===== config.mk =====
export PLATFORM = sky130hd
export DESIGN_NAME = sev_seg_scan_ctrl
export DESIGN_NICKNAME = d
export VERILOG_FILES = /design/src/rtl/sev_seg_scan_ctrl.sv
export SDC_FILE = /design/constraint.sdc
export NUM_CORES = 1
export LEC_CHECK = 0
export ABC_AREA = 1
export CAP_MARGIN = 0
export CORE_MARGIN = 5
export CORE_UTILIZATION = 40
export CTS_CLUSTER_SIZE = 16
export DETAILED_ROUTE_END_ITERATION = 10
export PLACE_DENSITY = 0.68
export SYNTH_ARGS = -nofsm -noshare
export SYNTH_HDL_FRONTEND = slang
export SYNTH_SLANG_ARGS = --single-unit

===== constraint.sdc =====
create_clock -name clk -period 1.6 [get_ports clk]
set_input_delay 0.32 -clock clk [delete_from_list [all_inputs] [get_ports clk]]
set_output_delay 0.32 -clock clk [all_outputs]
set_load 0.005 [all_outputs]

===== src/rtl/sev_seg_scan_ctrl.sv =====
// sev_seg_scan_ctrl
// -----------------------------------------------------------------------------
// Time-multiplexing scan controller for a four-digit common-anode
// seven-segment display that shares a single hex-to-segment decoder.
//
// The controller steps through the digits one slot at a time. Each slot lasts
// REFRESH_DIV cycles. The first BLANK_CYCLES cycles of a slot keep every anode
// off, which suppresses ghosting between digits. During that blank time, x
// already carries the next digit's nibble so the decoder output has settled
// before the anode turns on.
//
// Host writes land in a shadow register. The shadow is copied into the display
// register only on the last cycle of a frame (dig=3, cnt=REFRESH_DIV-1), so a
// frame never shows a mix of old and new digits.
//
// Parameters:
//   REFRESH_DIV   clock cycles per digit slot (blank time plus show time)
//   BLANK_CYCLES  anode-off cycles at the start of each slot (< REFRESH_DIV)
//
// Optional feature:
//   SEV_SEG_LZB_EN  when defined, enables leading-zero blanking. During SHOW,
//                   digit k (3..1) stays dark if display nibbles k..3 and
//                   dp bits k..3 are all zero. Digit 0 is always shown.
//
// Ports:
//   clk         system clock; everything is on the rising edge
//   rst         synchronous active-high reset
//   value[15:0] hex value; [3:0] drives an[0] (rightmost digit)
//   dp_in[3:0]  decimal-point request per digit, 1 = lit
//   load        one-cycle strobe that captures value and dp_in into the shadow
//   pending     high while a shadow value is waiting to be committed
//   frame_tick  one-cycle pulse on the frame-boundary (commit) cycle
//   x[3:0]      nibble to the shared decoder
//   an[3:0]     anodes, active low; at most one bit low at a time
//   dp          decimal point, active low
// -----------------------------------------------------------------------------
module sev_seg_scan_ctrl #(
  parameter int REFRESH_DIV  = 100000,
  parameter int BLANK_CYCLES = 1000
) (
  input  logic        clk,
  input  logic        rst,
  input  logic [15:0] value,
  input  logic [3:0]  dp_in,
  input  logic        load,
  output logic        pending,
  output logic        frame_tick,
  output logic [3:0]  x,
  output logic [3:0]  an,
  output logic        dp
);

  localparam int CW = (REFRESH_DIV > 1) ? $clog2(REFRESH_DIV) : 1;
  localparam logic [CW-1:0] CNT_LAST = CW'(REFRESH_DIV - 1);

  typedef enum logic {
    PH_BLANK,
    PH_SHOW
  } phase_t;

  // State registers
  logic [CW-1:0] cnt_reg,        cnt_next;
  logic [1:0]    dig_reg,        dig_next;
  logic [15:0]   shadow_val_reg, shadow_val_next;
  logic [3:0]    shadow_dp_reg,  shadow_dp_next;
  logic [15:0]   disp_val_reg,   disp_val_next;
  logic [3:0]    disp_dp_reg,    disp_dp_next;
  logic          pending_reg,    pending_next;

  // Output registers
  logic          frame_tick_reg, frame_tick_next;
  logic [3:0]    an_reg,         an_next;
  logic [3:0]    x_reg,          x_next;
  logic          dp_reg,         dp_next;

  logic          slot_end;
  logic          frame_end;
  logic          in_blank_next;
  phase_t        phase_next;
  logic [3:0]    lz_next;

  assign slot_end  = (cnt_reg == CNT_LAST);
  assign frame_end = slot_end && (dig_reg == 2'd3);

  // ---------------------------------------------------------------------------
  // Counters, shadow and display registers
  // ---------------------------------------------------------------------------
  always_comb begin
    cnt_next        = slot_end ? '0 : cnt_reg + 1'b1;
    dig_next        = slot_end ? dig_reg + 2'd1 : dig_reg;

    // Commit uses the shadow as it was before any load on this same cycle.
    disp_val_next   = disp_val_reg;
    disp_dp_next    = disp_dp_reg;
    if (frame_end && pending_reg) begin
      disp_val_next = shadow_val_reg;
      disp_dp_next  = shadow_dp_reg;
    end

    shadow_val_next = shadow_val_reg;
    shadow_dp_next  = shadow_dp_reg;
    pending_next    = pending_reg;
    if (frame_end) begin
      pending_next  = 1'b0;
    end
    // A load always wins over the commit-clear, so a load on the boundary
    // cycle stays pending for the following frame.
    if (load) begin
      shadow_val_next = value;
      shadow_dp_next  = dp_in;
      pending_next    = 1'b1;
    end
  end

  // ---------------------------------------------------------------------------
  // Phase of the upcoming cycle. The outputs are registered from next-state
  // values so they line up with cnt/dig of the cycle they are visible in.
  // ---------------------------------------------------------------------------
  generate
    if (BLANK_CYCLES == 0) begin : g_no_blank
      assign in_blank_next = 1'b0;
    end else begin : g_blank
      localparam logic [CW-1:0] BLANK_END = CW'(BLANK_CYCLES);
      assign in_blank_next = (cnt_next < BLANK_END);
    end
  endgenerate

  assign phase_next = in_blank_next ? PH_BLANK : PH_SHOW;

  // ---------------------------------------------------------------------------
  // Leading-zero mask: lz_next[k] = 1 means digit k stays dark during SHOW.
  // ---------------------------------------------------------------------------
  assign lz_next[0] = 1'b0;

  generate
    for (genvar gi = 1; gi < 4; gi++) begin : g_lz
`ifdef SEV_SEG_LZB_EN
      assign lz_next[gi] = (disp_val_next[15:4*gi] == '0) &&
                           (disp_dp_next[3:gi] == '0);
`else
      assign lz_next[gi] = 1'b0;
`endif
    end
  endgenerate

  // ---------------------------------------------------------------------------
  // Output decode
  // ---------------------------------------------------------------------------
  always_comb begin
    x_next          = disp_val_next[{dig_next, 2'b00} +: 4];
    an_next         = 4'b1111;
    dp_next         = 1'b1;
    frame_tick_next = (cnt_next == CNT_LAST) && (dig_next == 2'd3);
    if ((phase_next == PH_SHOW) && !lz_next[dig_next]) begin
      an_next = ~(4'b0001 << dig_next);
      dp_next = ~disp_dp_next[dig_next];
    end
  end

  // ---------------------------------------------------------------------------
  // Registers
  // ---------------------------------------------------------------------------
  always_ff @(posedge clk) begin
    if (rst) begin
      cnt_reg        <= '0;
      dig_reg        <= 2'd0;
      shadow_val_reg <= 16'h0000;
      shadow_dp_reg  <= 4'h0;
      disp_val_reg   <= 16'h0000;
      disp_dp_reg    <= 4'h0;
      pending_reg    <= 1'b0;
      frame_tick_reg <= 1'b0;
      an_reg         <= 4'b1111;
      x_reg          <= 4'h0;
      dp_reg         <= 1'b1;
    end else begin
      cnt_reg        <= cnt_next;
      dig_reg        <= dig_next;
      shadow_val_reg <= shadow_val_next;
      shadow_dp_reg  <= shadow_dp_next;
      disp_val_reg   <= disp_val_next;
      disp_dp_reg    <= disp_dp_next;
      pending_reg    <= pending_next;
      frame_tick_reg <= frame_tick_next;
      an_reg         <= an_next;
      x_reg          <= x_next;
      dp_reg         <= dp_next;
    end
  end

  assign pending    = pending_reg;
  assign frame_tick = frame_tick_reg;
  assign an         = an_reg;
  assign x          = x_reg;
  assign dp         = dp_reg;

endmodule


==> results of run 1 <==
Yosys cell counts (all sizes together):
| master | count | share of area (%) |
|---|---|---|
| a21oi | 21 | 3.2 |
| and2 | 1 | 0.19 |
| buf | 7 | 1.8 |
| clkbuf | 12 | 1.4 |
| dfxtp | 70 | 43 |
| ha | 2 | 0.76 |
| inv | 39 | 4.5 |
| nand2 | 150 | 18 |
| nand3 | 25 | 4.0 |
| nand4 | 21 | 4.8 |
| nor2 | 113 | 14 |
| nor3 | 3 | 0.46 |
| o21ai | 24 | 3.7 |
| o21bai | 1 | 0.23 |
| xnor2 | 1 | 0.27 |
| xor2 | 2 | 0.53 |
power by group through the flow:
stage	logic [mW]	clock network (mW)	registers (mW)
floorplan	0.0965	0	1.84
global placement	0.207	0	1.85
detailed placement	0.211	0	1.85
CTS	0.215	1.75	1.81
global route	0.243	1.82	1.81
finish	0.216	1.72	1.81
cell families (layout without fill, tap and decap cells):
kind of cell	after synthesis	count (layout)	synth area share, %
flip-flops	70	70	42.6
AND/OR/NAND/NOR	313	313	41.1
AO/OA/AOI/OAI	46	46	7.08
XOR/XNOR	3	3	0.799
adder cells (fa/ha/maj)	2	2	0.761
buffers and inverters	58	176	7.61
path summary, 6_finish.rpt:
kind,from,end,slack [ps],cells past startpoint
max,cnt_reg[0]$_SDFF_PP0_,dp$_SDFF_PP1_,-250,12
min,shadow_dp_reg[2]$_SDFFE_PP0P_,shadow_dp_reg[2]$_SDFFE_PP0P_,470,2
max reg2reg,cnt_reg[0]$_SDFF_PP0_,dp$_SDFF_PP1_,-250,12
min reg2reg,shadow_dp_reg[2]$_SDFFE_PP0P_,shadow_dp_reg[2]$_SDFFE_PP0P_,470,2
placed cells by master (no fill, tap or decap), types with 8 or more instances in the layout:
| cell | count |
|---|---|
| a21oi_1 | 18 |
| buf_4 | 75 |
| buf_6 | 10 |
| clkbuf_8 | 9 |
| clkdlybuf4s50_1 | 33 |
| dfxtp_1 | 60 |
| inv_1 | 35 |
| nand2_1 | 118 |
| nand2_2 | 27 |
| nand3_1 | 21 |
| nand4_1 | 17 |
| nor2_1 | 92 |
| nor2_2 | 13 |
| nor2_4 | 8 |
| o21ai_0 | 23 |
stage by stage:
step,util (%),setup TNS [ps]
2_1_floorplan,-,0
3_3_place_gp,52.4,-1330
3_5_place_dp,52.4,-1930
4_1_cts,57.7,-1250
5_1_grt,60.0,-4740
6_report,60.0,-2430
worst max-delay path, delay by kind of cell (launching register included):
family | cells | cell delay [ps]
and+or+nand+nor | 11 | 1210
DFF | 1 | 360
adders and majority gates | 1 | 150
layer usage:
metal | global-route usage (%) | routed length, um | vias to the layer above
li1 | - | - | 1778
met1 | 23.4 | 4170 | 1630
met2 | 34.5 | 4870 | 111
met3 | 3.53 | 490 | 36
met4 | 13.1 | 472 | 0
met5 | 0 | 0 | -
area by class of cell:
| cell class | count | area [um^2] | share of cell area, % |
|---|---|---|---|
| flip-flops and latches | 70 | 1420 | 29.2 |
| clock inverters | 6 | 111 | 2.29 |
| repair buffers | 122 | 1090 | 22.3 |
| multi-input cells | 364 | 1830 | 37.7 |
| inverters | 39 | 151 | 3.12 |
| clock buffers | 9 | 124 | 2.55 |
| well taps | 105 | 131 | 2.70 |
what timing repair did:
item,in CTS,in global routing
gates cloned,4,1
resized for setup,41,49
endpoints found under the setup margin,20,36
buffers inserted,6,6
pin swaps,4,24
==> impl_results.md, run 1 <==
* Remaining Overflow, GRT at 0
* CTS max path bufs at 2
* Final GP Congestion at 0.919
* DRC viols at 0
* Worst-margin pin slew at between 300 and 400 ps
* Final instance area at 4860 um^2
* Yosys reg bits at 70
* Vias at 3555
* Layout cell share with drive strength beyond 1 at 30.3%
* CP Capture Type: register
* Vias/cell at about 5.0
* Max-Cap Viols at 0
* Final period utilization at 116%
* CP most frequent cell: nand2_1
* CP peak stage delay at around 360 ps
* Worst path slowest cell: dfxtp_2
* DP Wirelength at between 6 and 7 mm
* Worst Slack Setup Final at -251 ps
* First-pass GRT wire length at 16.2 mm
* Clk_skew at between 7 and 8 ps
* Total track usage at 20.3%
* # rows at 33
* Startpoint types: register
* Total CTS buffers at 9
* DRT Pass-1 Iters at 5
* Hold WC Path Type: register to register
* Cells after Synth at about 490
* Crit path required time at roughly 1800 ps
* Final Max Tran Viols at 0
* Vias in the first global route at 3459
* Seq/Total Area, Yosys at between 40% and 50%
* Synth Net Count at slightly above 500
* Comb power frac at 5.8%
* Clock Power Share at a little under half
* Net Sw Frac at between 20% and 30%
* Worst-path cell chain: ha_4, nand2_4, nor2_1, nand2_1, nor2_4, nand2_1, nand2_2, nor2_4, nand2_1, nand2_1, nor2_1, nand3_1
* FMAX at around 0.54 GHz
* CTS tree: done
* Largest net degree at the start of global routing at 37
* H-tree Lvls at 3
* Static leakage at about 2.2 nW
* Dpl cell area at 4240 um^2
* Finished Layout Cells at 715
* Failing checks: negative setup slack
* CORE AREA at ~8100 um^2
* Max FFs per register at 17
* Synth cell types at 26
* Max-slew headroom at between 70% and 80%
* Post-Syn Area at 3290 um^2
* Sw Pwr at 0.829 mW
* Sequential Power Share at about half
* Synthesis-to-finish area growth at 47.8%
* Worst skew pair latency at between 300 and 400 ps
* Kind of critical path: register to register
* Cell count after placement at about 700
* Maximum VDD drop at about 460 uV
* Initial antenna violation count at 0
* CTS Sinks at 70
* Fin crit period at 1850 ps
* Die Y at roughly 100 um
* Die X at around 100 um
* Post-DRT Antenna Nets at 0
* RSZ-0062 raised after global routing: true
* Wire per inst at approximately 14 um
* Pre-CTS WS at -206 ps
* Io pins at 34
* Internal power at slightly below 3 mW
* Layout Nets at around 630
* Status: complete, but fails checks
* Fin. Hold Viols at 0
* CP max FO at 6
* PwrDens at 771 nW/um^2
* Clock-pin slew on the worst setup and hold paths at roughly 80 ps
* Number of fill cells at slightly above 700
* Hold buffers post-CTS at 0
* Die ar. at around 10000 um^2
* Initial Utilization at between 40 and 50%
* Hold slack at approximately 470 ps
* Clock root buffer: clkbuf_8
* Drt initial violations at between 150 and 200
* Synth warn at 0
* Final WL at approximately 10 mm
* Post-Syn Area per Cell at 6.68 um^2
* Total Power at 3.75 mW
* Final setup fails at 17
* Worst path arrival time at roughly 2100 ps
* Diode count at 0
* Port Buffers at 33
No activity file was read; power rests on OpenSTA's default activity.
==> run 2, diff against run 1 <==
- ABC_AREA: 1 -> not set
- PLACE_DENSITY: 0.68 -> 0.69
==> run 2 against run 1 <==
  * The flow still finishes with violations (negative setup slack)
  * Cell count fell by 30%
  * Sequential share of layout area rose by 1.2 points
  * Register-to-register slack got worse by 490 ps
  * Cell area fell by 4.1%
  * Die area fell by 10%
  * Combinational power fell by 11%
  * Sequential power barely moved
  * Clock skew rose by 4.4 ps
  * Synthesized area fell by 12%
  * Clock-buffer cell count did not move
  * Largest cell class unchanged
==> impl_results.md, run 2 <==
* Final setup fails at 39 (+22)
* Worst-path cell chain: or4b_4, or3_4, or2_4, nand3b_1, o31a_1, o22a_1, a21oi_2
* Commonest cells after routing, fill and taps aside: nor2_1, dfxtp_1, buf_4
* Post-DRT Antenna Nets at 0 (unchanged)
* DRC viols at 0 (unchanged)
* PwrDens at 847 nW/um^2 (+9.9%)
* Clock-pin slew on the worst setup and hold paths at 80 ps (about the same)
* Final instance area at 4660 um^2 (-4.1%)
* Seq/Total Area, Yosys at 48.2% (+5.6 points)
* Fin. Hold Viols at 0 (unchanged)
* Number of fill cells at 512 (-29%)
* CTS max path bufs at 2 (unchanged)
* Final period utilization at 147% (+31 points)
* CORE AREA at 7180 um^2 (-11%)
* Top-area cell type share of the netlist area at 48.2% (+5.6 points)
* Worst Slack Setup Final at -745 ps (-494 ps)
* Finished Layout Cells at 503 (-30%)
* Critical path buffers and inverters at 0 (unchanged)
* Synth warn at 0 (unchanged)
* Cell count after placement at 470 (-31%)
* Pre-CTS WS at -768 ps (-561 ps)
* Io pins at 34 (unchanged)
* CP peak stage delay at 550 ps (+190 ps)
* Cells after Synth at 306 (-38%)
* Worst path slowest cell: or4b_4
* CTS tree: done
* Worst skew pair latency at 370 ps (about the same)
* Vias/cell at 5.06 (+1.8%)
* Die X at 95.3 um (-5.4%)
* Clk_skew at 11.7 ps (+4.39 ps)
* DRT Pass-1 Iters at 4 (-1)
* Drt initial violations at 170 (-4.5%)
* Die Y at 95.3 um (-5.4%)
* Max-slew headroom at 68.8% (-7.9 points)
* First-pass GRT wire length at 12.0 mm (-25%)
* Yosys reg bits at 70 (unchanged)
* Hold WC Path Type: input port to register
* CP Capture Type: register
* CTS Sinks at 70 (unchanged)
* CP delay by family, top: simple AND/OR/NAND/NOR gates
* Fin crit period at 2340 ps (+494 ps)
* Vias in the first global route at 2499 (-28%)
* Diode count at 0 (unchanged)
* Hold slack at 136 ps (-332 ps)
* Max-Cap Viols at 0 (unchanged)
* Synth Net Count at 331 (-36%)
* Status: complete, but fails checks
* Vias at 2545 (-28%)
* Post-Syn Area per Cell at 9.50 um^2 (+42%)
* Max FFs per register at 17 (unchanged)
* DP Wirelength at 4.47 mm (-33%)
* Synthesis-to-finish area growth at 60.2%
* Clock root buffer: clkbuf_8
* Synth area leaders: dfxtp_1, mux2i_1, nor2_1
* Final Max Tran Viols at 0 (unchanged)
* CP max FO at 7 (+1)
* Worst-margin pin slew at 468 ps (+119 ps)
* Failing checks: negative setup slack
* Total CTS buffers at 9 (unchanged)
* Asr flop ratio synth at 0% (unchanged)
* Final WL at 8.32 mm (-17%)
* Initial Utilization at 40.5% (-0.11 points)
* Initial antenna violation count at 0 (unchanged)
* Static leakage at 1.71 nW (-23%)
* Synth cell types at 47 (+81%)
* Remaining Overflow, GRT at 0 (unchanged)
* Most used flip-flop cell after synthesis: dfxtp_1
* Startpoint types: register
* Count leader, synth: dfxtp_1
* # rows at 31 (-6.1%)
* Setup TNS Final at -17840 ps (-15410 ps)
* Total track usage at 17.5% (-2.8 points)
* Post-synth top cells: dfxtp_1, nor2_1, mux2i_1, nand2_1, clkbuf_1
* EDFF count, synth at 0 (unchanged)
* H-tree Lvls at 3 (unchanged)
* FMAX at 0.426 GHz (-21%)
* Worst path arrival time at 2590 ps (+500 ps)
* Layout Nets at 424 (-33%)
* Post-Syn Area at 2910 um^2 (-12%)
* Kind of critical path: register to register
* Crit path required time at 1840 ps (about the same)
* Port Buffers at 33 (unchanged)
* Area leader, netlist: dfxtp_1
* Largest net degree at the start of global routing at 46 (+24%)
* Layout cell share with drive strength beyond 1 at 38.9% (+8.5 points)
* Most common cell after layout, fill and taps aside: nor2_1
* Maximum VDD drop at 652 uV (+41%)
* Final GP Congestion at 0.885 (-3.7%)
* Wire per inst at 16.5 um (+18%)
* Die ar. at 9070 um^2 (-10%)
* Dpl cell area at 3710 um^2 (-12%)
* RSZ-0062 raised after global routing: true
[run 2: path summary, 6_finish.rpt]
path	cells past startpoint	slack [ps]	end	start
setup / recovery	7	-740	x[1]$_SDFF_PP0_	cnt_reg[8]$_SDFF_PP0_
hold / removal	2	140	cnt_reg[2]$_SDFF_PP0_	rst
hold reg to reg	2	510	disp_dp_reg[2]$_SDFF_PP0_	disp_dp_reg[2]$_SDFF_PP0_
setup reg to reg	7	-740	x[1]$_SDFF_PP0_	cnt_reg[8]$_SDFF_PP0_
[run 2: metal layers]
metal / up-vias / global-route usage [%] / wire (um)
li1: 1242 / - / -
met2: 61 / 28.7 / 4250
met3: 18 / 4.66 / 359
met5: - / 0 / 0
met1: 1224 / 21.6 / 3490
met4: 0 / 7.57 / 218
[run 2: cell type report]
| type | count | area [um^2] | area share, % |
|---|---|---|---|
| inverter | 3 | 11.3 | 0.242 |
| clock inverter | 7 | 145 | 3.11 |
| multi-input combinational | 215 | 1850 | 39.7 |
| clock buffer | 9 | 124 | 2.66 |
| sequential | 70 | 1420 | 30.4 |
| timing repair buffer | 100 | 990 | 21.2 |
| tap | 99 | 124 | 2.66 |
[run 2: power by group]
part           total, mW  switching [mW]  internal (mW)
clock               1.93           0.733           1.20
sequential          1.82          0.0431           1.78
combinational      0.192          0.0828          0.109
total               3.95           0.859           3.09
[run 2: cells by family (layout without fill, tap and decap cells)]
| kind of cell | Yosys count | count (layout) | share of synthesized area, % |
|---|---|---|---|
| multiplexers | 41 | 41 | 14.2 |
| AO/OA/AOI/OAI | 34 | 34 | 8.48 |
| flip-flops | 70 | 70 | 48.2 |
| adder cells (fa/ha/maj) | 2 | 2 | 0.860 |
| buffers and inverters | 21 | 119 | 3.27 |
| XOR/XNOR | 13 | 13 | 3.92 |
| AND/OR/NAND/NOR | 125 | 125 | 21.1 |
[run 2: metrics by stage]
step | util (%) | total power [mW]
finish | 64.9 | 3.95
global route | 64.9 | 4.06
CTS | 62.2 | 3.96
detailed placement | 51.7 | 2.03
global placement | 51.7 | 2.02
floorplan | - | 1.93
[run 2: timing repair]
action	in CTS	in global routing
buffers inserted	9	6
endpoints found under the setup margin	47	47
gates cloned	3	0
pin swaps	16	12
resized for setup	70	35
hold buffers	0	0
